**config.mk**
```make
export PLATFORM = sky130hd
export DESIGN_NAME = uart_receiver_flat
export DESIGN_NICKNAME = d
export VERILOG_FILES = /design/src/rtl/uart_receiver_if.sv /design/src/rtl/uart_receiver.sv /design/src/flat_wrapper.sv
export SDC_FILE = /design/constraint.sdc
export NUM_CORES = 1
export LEC_CHECK = 0
export BUFFER_PORTS_ARGS = -buffer_cell sky130_fd_sc_hd__buf_2
export CAP_MARGIN = 0
export CORE_MARGIN = 3
export CORE_UTILIZATION = 60
export DETAILED_ROUTE_END_ITERATION = 6
export PLACE_DENSITY_LB_ADDON = 0.08
export SYNTH_ARGS = -nofsm -noshare
export SYNTH_HDL_FRONTEND = slang
export SYNTH_SLANG_ARGS = --single-unit
```
**constraint.sdc**
```tcl
create_clock -name clk -period 3.6 [get_ports clk]
set_input_delay 0.72 -clock clk [delete_from_list [all_inputs] [get_ports clk]]
set_output_delay 0.72 -clock clk [all_outputs]
set_load 0.03 [all_outputs]
```
**src/rtl/uart_receiver_if.sv**
```systemverilog
// ---------------------------------------------------------------------------
// uart_receiver_if
//   Bus between the UART receive path and its consumer (RX FIFO / APB
//   register block).
//
//   data_o        received data, right-aligned, unused upper bits 0
//   rx_done_o     one-clk pulse, frame complete
//   parity_err_o  parity mismatch for the frame in data_o
//   frame_err_o   a stop bit of the frame in data_o was sampled low
//   overrun_o     one-clk pulse, frame completed while the FIFO was full
//   fifo_full_i   RX FIFO full, driven by the consumer
//
//   master: the receiver. slave: the FIFO / register block.
// ---------------------------------------------------------------------------
interface uart_receiver_if;
  logic [7:0] data_o;
  logic       rx_done_o;
  logic       parity_err_o;
  logic       frame_err_o;
  logic       overrun_o;
  logic       fifo_full_i;

  modport master (
    output data_o, rx_done_o, parity_err_o, frame_err_o, overrun_o,
    input  fifo_full_i
  );

  modport slave (
    input  data_o, rx_done_o, parity_err_o, frame_err_o, overrun_o,
    output fifo_full_i
  );
endinterface

```
**src/rtl/uart_receiver.sv**
```systemverilog
// ---------------------------------------------------------------------------
// uart_receiver
//   UART serial-to-parallel receiver. rx_i is synchronized, oversampled at
//   OVS x baud (tick_i), the start bit is qualified at its mid-point, then
//   5-8 data bits (LSB first), an optional parity bit and 1 or 2 stop bits
//   are sampled at their mid-points. The completed frame is presented on the
//   rx_bus with error flags.
//
//   clk             system clock
//   reset_n         asynchronous active-low reset
//   rx_en_i         receiver enable; dropping it mid-frame aborts the frame
//   rx_i            serial input, idle high, asynchronous to clk
//   tick_i          one-clk enable at OVS x baud
//   data_bit_num_i  00=5, 01=6, 10=7, 11=8 data bits
//   parity_en_i     parity bit present
//   parity_type_i   0=even, 1=odd
//   stop_bit_num_i  0=1 stop bit, 1=2 stop bits
//   rts_no          active-low request to send (registered)
//   rx_bus          data/status towards the RX FIFO, fifo_full_i back
// ---------------------------------------------------------------------------
module uart_receiver #(
  parameter int OVS         = 16,
  parameter int SYNC_STAGES = 2
) (
  input  logic                   clk,
  input  logic                   reset_n,
  input  logic                   rx_en_i,
  input  logic                   rx_i,
  input  logic                   tick_i,
  input  logic [1:0]             data_bit_num_i,
  input  logic                   parity_en_i,
  input  logic                   parity_type_i,
  input  logic                   stop_bit_num_i,
  output logic                   rts_no,
  uart_receiver_if.master        rx_bus
);

  localparam int              CW        = $clog2(OVS);
  localparam logic [CW-1:0]   HALF_TICK = CW'(OVS / 2 - 1);
  localparam logic [CW-1:0]   LAST_TICK = CW'(OVS - 1);

  typedef enum logic [2:0] {
    IDLE,
    START,
    DATA,
    PARITY,
    STOP,
    DONE
  } state_e;

  state_e                 state_q, state_d;
  logic [SYNC_STAGES-1:0] sync_q, sync_d;
  logic                   rx_s;

  logic [CW-1:0]          cnt_q, cnt_d;         // sample (tick) counter
  logic [2:0]             bit_cnt_q, bit_cnt_d; // data bits received
  logic                   stop_cnt_q, stop_cnt_d;
  logic [7:0]             shift_q, shift_d;

  // Frame configuration captured at the start bit.
  logic [1:0]             bits_q, bits_d;
  logic                   par_en_q, par_en_d;
  logic                   par_type_q, par_type_d;
  logic                   stop2_q, stop2_d;

  // Per-frame error accumulators, published only when the frame completes.
  logic                   par_err_acc_q, par_err_acc_d;
  logic                   frm_err_acc_q, frm_err_acc_d;

  // Set when a frame ends with the line still low (break); a new start is
  // only accepted once the line has been seen high again.
  logic                   wait_high_q, wait_high_d;

  logic [7:0]             data_q, data_d;
  logic                   rx_done_q, rx_done_d;
  logic                   parity_err_q, parity_err_d;
  logic                   frame_err_q, frame_err_d;
  logic                   overrun_q, overrun_d;
  logic                   rts_q, rts_d;

  logic                   mid_bit;
  logic                   frm_now;

  assign rx_s    = sync_q[SYNC_STAGES-1];
  assign sync_d  = {sync_q[SYNC_STAGES-2:0], rx_i};
  assign mid_bit = tick_i && (cnt_q == LAST_TICK);
  // Frame error including the stop bit being sampled right now.
  assign frm_now = frm_err_acc_q | ~rx_s;

  always_comb begin
    // NOTE: every signal written here gets a default first, so no path
    // leaves it unassigned and no latch is inferred.
    state_d       = state_q;
    cnt_d         = cnt_q;
    bit_cnt_d     = bit_cnt_q;
    stop_cnt_d    = stop_cnt_q;
    shift_d       = shift_q;
    bits_d        = bits_q;
    par_en_d      = par_en_q;
    par_type_d    = par_type_q;
    stop2_d       = stop2_q;
    par_err_acc_d = par_err_acc_q;
    frm_err_acc_d = frm_err_acc_q;
    wait_high_d   = wait_high_q;
    data_d        = data_q;
    rx_done_d     = 1'b0;
    parity_err_d  = parity_err_q;
    frame_err_d   = frame_err_q;
    overrun_d     = 1'b0;
    rts_d         = ~rx_en_i | fifo_full_w();

    if (!rx_en_i && (state_q inside {START, DATA, PARITY, STOP})) begin
      // Abort: drop the frame silently, published outputs keep their values.
      state_d = IDLE;
    end else begin
      unique case (state_q)
        IDLE: begin
          cnt_d         = '0;
          bit_cnt_d     = '0;
          stop_cnt_d    = 1'b0;
          shift_d       = '0;
          par_err_acc_d = 1'b0;
          frm_err_acc_d = 1'b0;
          if (rx_s) wait_high_d = 1'b0;
          if (rx_en_i && tick_i && !rx_s && !wait_high_q) begin
            state_d    = START;
            bits_d     = data_bit_num_i;
            par_en_d   = parity_en_i;
            par_type_d = parity_type_i;
            stop2_d    = stop_bit_num_i;
          end
        end

        START: begin
          if (tick_i) begin
            if (cnt_q == HALF_TICK) begin
              cnt_d   = '0;
              // High at mid start bit is a glitch, not a start.
              state_d = rx_s ? IDLE : DATA;
            end else begin
              cnt_d = cnt_q + CW'(1);
            end
          end
        end

        DATA: begin
          if (tick_i) cnt_d = cnt_q + CW'(1); // wraps at OVS-1 (power of 2)
          if (mid_bit) begin
            // Storing at the bit index leaves the word right-aligned and
            // zero-extended for 5-7 bit frames.
            shift_d[bit_cnt_q] = rx_s;
            bit_cnt_d          = bit_cnt_q + 3'd1;
            if (bit_cnt_q == {1'b1, bits_q}) begin // last index = N-1
              state_d = par_en_q ? PARITY : STOP;
            end
          end
        end

        PARITY: begin
          if (tick_i) cnt_d = cnt_q + CW'(1);
          if (mid_bit) begin
            par_err_acc_d = ((^shift_q) ^ par_type_q) != rx_s;
            state_d       = STOP;
          end
        end

        STOP: begin
          if (tick_i) cnt_d = cnt_q + CW'(1);
          if (mid_bit) begin
            frm_err_acc_d = frm_now;
            if (stop_cnt_q == stop2_q) begin
              // Publish on the sampling edge so rx_done_o is high one clk
              // after the last stop-bit sample.
              state_d      = DONE;
              data_d       = shift_q;
              parity_err_d = par_err_acc_q;
              frame_err_d  = frm_now;
              rx_done_d    = 1'b1;
              overrun_d    = fifo_full_w();
              wait_high_d  = ~rx_s;
            end else begin
              stop_cnt_d = 1'b1;
            end
          end
        end

        DONE: state_d = IDLE;

        default: state_d = IDLE;
      endcase
    end
  end

  function automatic logic fifo_full_w();
    return rx_bus.fifo_full_i;
  endfunction

  // NOTE: all state updates use non-blocking assignments so every flop
  // samples its _d value from the same edge, independent of statement order.
  always_ff @(posedge clk or negedge reset_n) begin
    if (!reset_n) begin
      state_q       <= IDLE;
      sync_q        <= '1; // line idles high
      cnt_q         <= '0;
      bit_cnt_q     <= '0;
      stop_cnt_q    <= 1'b0;
      // NOTE: the shift register is tiny and reset like every other flop;
      // this keeps data_o deterministic even before the first frame.
      shift_q       <= '0;
      bits_q        <= '0;
      par_en_q      <= 1'b0;
      par_type_q    <= 1'b0;
      stop2_q       <= 1'b0;
      par_err_acc_q <= 1'b0;
      frm_err_acc_q <= 1'b0;
      wait_high_q   <= 1'b0;
      data_q        <= '0;
      rx_done_q     <= 1'b0;
      parity_err_q  <= 1'b0;
      frame_err_q   <= 1'b0;
      overrun_q     <= 1'b0;
      rts_q         <= 1'b1;
    end else begin
      state_q       <= state_d;
      sync_q        <= sync_d;
      cnt_q         <= cnt_d;
      bit_cnt_q     <= bit_cnt_d;
      stop_cnt_q    <= stop_cnt_d;
      shift_q       <= shift_d;
      bits_q        <= bits_d;
      par_en_q      <= par_en_d;
      par_type_q    <= par_type_d;
      stop2_q       <= stop2_d;
      par_err_acc_q <= par_err_acc_d;
      frm_err_acc_q <= frm_err_acc_d;
      wait_high_q   <= wait_high_d;
      data_q        <= data_d;
      rx_done_q     <= rx_done_d;
      parity_err_q  <= parity_err_d;
      frame_err_q   <= frame_err_d;
      overrun_q     <= overrun_d;
      rts_q         <= rts_d;
    end
  end

  assign rx_bus.data_o       = data_q;
  assign rx_bus.rx_done_o    = rx_done_q;
  assign rx_bus.parity_err_o = parity_err_q;
  assign rx_bus.frame_err_o  = frame_err_q;
  assign rx_bus.overrun_o    = overrun_q;
  assign rts_no              = rts_q;

endmodule

```
**src/flat_wrapper.sv**
```systemverilog
// flat-port wrapper written by rule: the top's interface ports become plain ports
module uart_receiver_flat 
#(
  parameter int OVS         = 16,
  parameter int SYNC_STAGES = 2
)
  (clk, reset_n, rx_en_i, rx_i, tick_i, data_bit_num_i, parity_en_i, parity_type_i, stop_bit_num_i, rts_no, rx_bus_data_o, rx_bus_rx_done_o, rx_bus_parity_err_o, rx_bus_frame_err_o, rx_bus_overrun_o, rx_bus_fifo_full_i);
  uart_receiver_if rx_bus_i ();
  input  logic clk;
  input  logic reset_n;
  input  logic rx_en_i;
  input  logic rx_i;
  input  logic tick_i;
  input  logic [1:0] data_bit_num_i;
  input  logic parity_en_i;
  input  logic parity_type_i;
  input  logic stop_bit_num_i;
  output logic rts_no;
  output wire logic [$bits(rx_bus_i.data_o)-1:0] rx_bus_data_o;
  output wire logic [$bits(rx_bus_i.rx_done_o)-1:0] rx_bus_rx_done_o;
  output wire logic [$bits(rx_bus_i.parity_err_o)-1:0] rx_bus_parity_err_o;
  output wire logic [$bits(rx_bus_i.frame_err_o)-1:0] rx_bus_frame_err_o;
  output wire logic [$bits(rx_bus_i.overrun_o)-1:0] rx_bus_overrun_o;
  input wire logic [$bits(rx_bus_i.fifo_full_i)-1:0] rx_bus_fifo_full_i;
  assign rx_bus_data_o = rx_bus_i.data_o;
  assign rx_bus_rx_done_o = rx_bus_i.rx_done_o;
  assign rx_bus_parity_err_o = rx_bus_i.parity_err_o;
  assign rx_bus_frame_err_o = rx_bus_i.frame_err_o;
  assign rx_bus_overrun_o = rx_bus_i.overrun_o;
  assign rx_bus_i.fifo_full_i = rx_bus_fifo_full_i;
  uart_receiver #(.OVS(OVS), .SYNC_STAGES(SYNC_STAGES)) u_core (.clk(clk), .reset_n(reset_n), .rx_en_i(rx_en_i), .rx_i(rx_i), .tick_i(tick_i), .data_bit_num_i(data_bit_num_i), .parity_en_i(parity_en_i), .parity_type_i(parity_type_i), .stop_bit_num_i(stop_bit_num_i), .rts_no(rts_no), .rx_bus(rx_bus_i));
endmodule
```
; ---- Word level (Yosys, flattened, before mapping)
; Index checks and enable logic that the tools add are counted.
[word_totals]
reg_bits = 42
elab_cells = 122
[op_classes]
addsub = 2
order_cmp = 2
eq_ne = 25
n_mux = 42
bitwise = 6
reduce_logical = 26
[op_table]
columns = cell, count
row1 = 3-bit two-way mux, 11
row2 = 1-bit two-way mux, 16
row3 = 8-bit case mux with 2 select lines, 1
row4 = 3-bit case mux with 5 select lines, 1
row5 = 4-bit two-way mux, 3
row6 = 3-bit inequality test (second input constant), 4
row7 = 4-bit case mux with 3 select lines, 1
row8 = 3-bit AND reduction, 4
row9 = 4-bit AND reduction, 3
row10 = 2-bit by 1-bit inequality test with 1-bit output (second input constant), 5
row11 = 3-bit by 2-bit inequality test with 1-bit output (second input constant), 3
row12 = 8-bit bitwise mux, 1
row13 = 8-bit two-way mux, 1
row14 = 1-bit case mux with 2 select lines, 4
row15 = 8-bit AND reduction, 1
row16 = 8-bit parity, 1
row17 = 3-bit by 2-bit == test with 1-bit output (second input constant), 2
row18 = 1-bit logical AND, 6
row19 = 2-bit inequality test (second input constant), 3
row20 = 3-bit case mux with 2 select lines, 1
row21 = 2-bit nonzero test, 3
row22 = 5-bit AND reduction, 1
row23 = 4-bit by 1-bit adder with 4-bit output (second input constant), 1
row24 = 4-bit by 3-bit == test with 1-bit output (second input constant), 1
row25 = other kinds (20), 25

; ---- Longest topological paths before layout
[depth]
depth_word = 7
mapped_depth = 6
depth_no_buf = 6

; ---- Least setup slack after synthesis
; Ideal clock, no wire load.
[synth_path]
kind = input -> register
startpoint = in tick_i
endpoint = reg u_core.data_q[0], in the netlist u_core.rx_bus.data_o[0]
setup_ps = 125
arrival_time_ps = 1581
slack_ps = 1895
cell_stages = 3
n_path_buf = 0
path_cell_list = nand4_1 > nor3_4 > mux2_2
[synth_via]
elab_chain_len = 2
[synth_rtl]
columns = item, line
row1 = start: declaration, flat_wrapper.sv:13  ; input logic tick_i;
row2 = 1-bit logical AND, uart_receiver.sv:86  ; assign mid_bit = tick_i && (cnt_q == LAST_TICK);
row3 = 4-bit AND reduction (no source line), -
row4 = end signal: assignment, uart_receiver.sv:237  ; data_q <= data_d;
row5 = end: declaration, uart_receiver.sv:74  ; logic [7:0] data_q, data_d;
; No other way between the ends.
; A chain may end at the register's enable or synchronous reset.

; ---- Final worst setup path
[layout_path]
startpoint = reg u_core.state_q[1]
endpoint = reg u_core.data_q[6], in the netlist u_core.rx_bus.data_o[6]
[layout_via]
elab_chain_len = 5
word_cells_on_any_way = 8
classes_between = eq/ne (4) / bitwise (1) / reduce/logical (3)
[layout_rtl]
columns = item, line
row1 = start: declaration, uart_receiver.sv:51  ; state_e state_q, state_d;
row2 = start signal: assignment, uart_receiver.sv:224  ; state_q <= state_d;
row3 = "3-bit by 1-bit == test with 1-bit output, or another cell as far along", uart_receiver.sv:112  ; if (!rx_en_i && (state_q inside {START, DATA, PARITY, STOP})) begin
row4 = 4-bit nonzero test, uart_receiver.sv:112
row5 = 1-bit logical AND, uart_receiver.sv:112
row6 = 1-bit inverter (no source line), -
row7 = 4-bit AND reduction (no source line) *, -
; Mark *: on every way between the ends. The rest lies on a longest branch, timed or not.

==> results.py <==
metrics = {
    "grt": {
        "grt_overflow": 0,
        "antenna_found_initial": 0,
        "grt_pass1_vias": 1642,
        "grt_first_pass_wirelength_um": 7780,
        "grt_max_degree": 43,
        "grt_usage_pct": 23.5,
    },
    "drt": {
        "via_per_inst": 6.22,
        "drc": 0,
        "dr.pass1.iters": 6,
        "vias": 1736,
        "wirelength_um": 4550,
        "drtIter0Drc": 163,
        "postRouteAntennaNets": 0,
        "wire_per_inst_um": 16.3,
    },
    "synthesis": {
        "synth_cell_types": 52,
        "async_flop_share_pct": 100,
        "synth_area_mm2": 0.00216,
        "yosys_register_bits": 42,
        "seq_area_frac_synth_pct": 48.9,
        "yosys_warnings": 0,
        "ys.flop_type": "dfrtp_1",
        "synth.avg_cell_area_um2": 10.3,
        "synth_nets": 223,
        "syn_inst": 210,
        "synth-edff-count": 0,
    },
    "clock_network": {
        "cts_max_path_buffers": 2,
        "cts_max_level": 2,
        "path_clk_slew_ns": 0.10,
        "cts_setup_buffers": 0,
        "cts-buffers-inserted": 5,
        "root_buffer": "clkbuf_4",
        "clk_latency_ns": 0.36,
        "post_cts_resize_count": 0,
        "cts_tree": "done",
        "ctsHoldBuffers": 0,
        "clock_sinks": 42,
    },
    "die": {
        "start_util_pct": 63.6,
        "io_pins": 24,
        "rows": 21,
        "core_mm2": 0.00339,
        "die_w_um": 66.0,
        "die_h_um": 66.0,
        "die_area_mm2": 0.00435,
    },
    "min_path": {
        "min_path_type": "flop to flop",
        "min_path_cells": 0,
    },
    "power": {
        "p_int_uw": 781,
        "vdd_ir_drop_max_mv": 0.356,
        "leakage_nw": 1.08,
        "combPwrFrac_pct": 33.9,
        "power_switching_uw": 508,
        "p_per_area_mw_per_mm2": 551,
        "power_frac_seq_pct": 48.6,
        "p_clk_share_pct": 17.6,
        "switching_share_pct": 39.4,
    },
    "final_layout": {
        "final_nets": 245,
        "n_antenna_cell": 0,
        "area_delta_synth_final_pct": 8.29,
        "final_util_pct": 68.9,
        "drive_gt1_share_pct": 23.6,
        "fillers": 277,
        "regArea_mm2": 0.00105,
        "multi_input_area_mm2": 0.00103,
    },
    "timing": {
        "slew_headroom_pct": 40.3,
        "fin_crit_sh_pct": 54.5,
        "slew_violations": 0,
        "fin_skew_ns": 0.0184,
        "rsz0062_at_grt": "no",
        "setup-tns-final_ns": 0,
        "setup_violations": 0,
        "min_period_ns": 1.96,
        "finalHoldViolCount": 0,
        "worst_pin_slew_ns": 0.896,
        "max_freq_ghz": 0.509,
    },
    "place": {
        "routabilityCongestion": 0.939,
        "dp_hpwl_um": 3280,
        "portBuffers": 23,
    },
    "critical_path": {
        "crit_buf_inv": 0,
        "cp-end-kind": "flop",
        "critical_path.cell_chain": "nor2_4 > nand3_1 > nor3_4 > mux2_2",
        "r2r_cells": 4,
        "worstPathArrival_ns": 2.20,
        "cp_slowest_cell": "dfrtp_1",
        "cp.depth": 4,
        "start_kind": "flop",
        "required_ns": 3.84,
        "path_delay_family": "simple AND/OR/NAND/NOR gates",
        "slowest_delay_ns": 0.58,
        "crit_type": "flop to flop",
        "critPathMaxFanout": 13,
    },
    "status": {
        "outcome": "finished, final reports clean",
    },
    "flow_run": {
        "cap_violations": 0,
    },
}
## cells in the mapped netlist (all sizes together) (2+ instances only)
| cell type | number | area (um2) |
|---|---|---|
| a21oi | 6 | 30.0 |
| a22o | 3 | 26.3 |
| a31oi | 5 | 37.5 |
| a32oi | 2 | 17.5 |
| buf | 5 | 33.8 |
| clkbuf | 3 | 11.3 |
| dfrtp | 39 | 976 |
| dfstp | 3 | 78.8 |
| ha | 2 | 25.0 |
| inv | 7 | 26.3 |
| mux2 | 14 | 158 |
| mux2i | 2 | 20.0 |
| nand2 | 28 | 105 |
| nand2b | 3 | 18.8 |
| nand3 | 9 | 45.0 |
| nand3b | 2 | 15.0 |
| nand4 | 2 | 12.5 |
| nor2 | 12 | 60.1 |
| nor2b | 2 | 12.5 |
| nor3 | 7 | 51.3 |
| o2111ai | 2 | 17.5 |
| o21ai | 22 | 114 |
| xnor2 | 10 | 87.6 |
## worst reg2reg max path, stage by stage (launching register included)
cell and delay, ns:
dfrtp_1 0.58, nor2_4 0.28, nand3_1 0.18, nor3_4 0.43
mux2_2 0.39
## flip-flops by register name, indices dropped and copies added, names as in the netlist, 2 cells and up
| register | flops |
|---|---|
| u_core.state_q | 3 |
| u_core.bit_cnt_q | 3 |
| u_core.rx_bus.data_o | 8 |
| u_core.shift_q | 8 |
| u_core.bits_q | 2 |
| u_core.sync_q | 2 |
| u_core.cnt_q | 4 |
## per-stage QoR
step	hold slack [ns]	setup slack [ns]	power [mW]	instance area [um2]	instances
2_1_floorplan	0.345	1.89	0.969	2160	210
3_3_place_gp	0.345	1.56	1.04	2280	271
3_5_place_dp	0.349	1.47	1.06	2280	271
4_1_cts	0.366	1.62	1.29	2340	279
5_1_grt	0.376	1.49	1.38	2340	279
6_report	0.365	1.64	1.29	2340	279
## final cells by class
type	instances	area share, %
Clock buffer	6	1.77
Clock inverter	2	0.428
Inverter	7	1.12
Multi-Input combinational cell	153	44.1
Sequential cell	42	45.2
Tap cell	46	2.46
Timing Repair Buffer	23	4.93
## logic make-up after synthesis
logic type / share of synthesized area, %
buffers and inverters: 3.31
AO/OA/AOI/OAI: 16.4
AND/OR/NAND/NOR: 16.5
adder cells (fa/ha/maj): 1.16
multiplexers: 8.24
flip-flops: 48.9
XOR/XNOR: 5.51
## worst paths after layout
| path | slack [ns] | to | from |
|---|---|---|---|
| worst min register to register | 0.36 | u_core.sync_q[1] | u_core.sync_q[0] |
| max in group asynchronous | 2.56 | u_core.bit_cnt_q[0] | reset_n |
| min in group asynchronous | 0.47 | u_core.rx_bus.frame_err_o | reset_n |
| worst max register to register | 1.64 | u_core.rx_bus.data_o[6] | u_core.state_q[1] |
| worst min-delay path | 0.36 | u_core.sync_q[1] | u_core.sync_q[0] |
| worst max-delay path | 1.64 | u_core.rx_bus.data_o[6] | u_core.state_q[1] |
## power groups by stage
stage                     sequential [mW]  combinational [mW]  clock [mW]
after floorplan                     0.584               0.384           0
after global placement              0.629               0.413           0
after detailed placement            0.633               0.431           0
after CTS                           0.624               0.432       0.231
after global routing                0.637               0.489       0.255
final                               0.626               0.436       0.227
## cells in the final DEF, fill, tap and decap left out, types with 6 or more instances in the layout
cell type / netlist / layout
dfrtp_1: 39 / 39
nand2_1: 28 / 28
buf_2: 3 / 23
o21ai_0: 19 / 19
mux2_2: 14 / 14
nor2_1: 10 / 10
xnor2_1: 10 / 10
nand3_1: 9 / 9
inv_1: 6 / 6
a21oi_1: 6 / 6
## routing by layer
metal | track usage [%] | up-vias | wire, um
li1 | - | 798 | -
met1 | 31.8 | 815 | 1930
met2 | 36.4 | 111 | 2100
met3 | 5.10 | 12 | 425
met4 | 9.90 | 0 | 93
met5 | 0 | - | 0
Power figures use the tool's default switching activity.
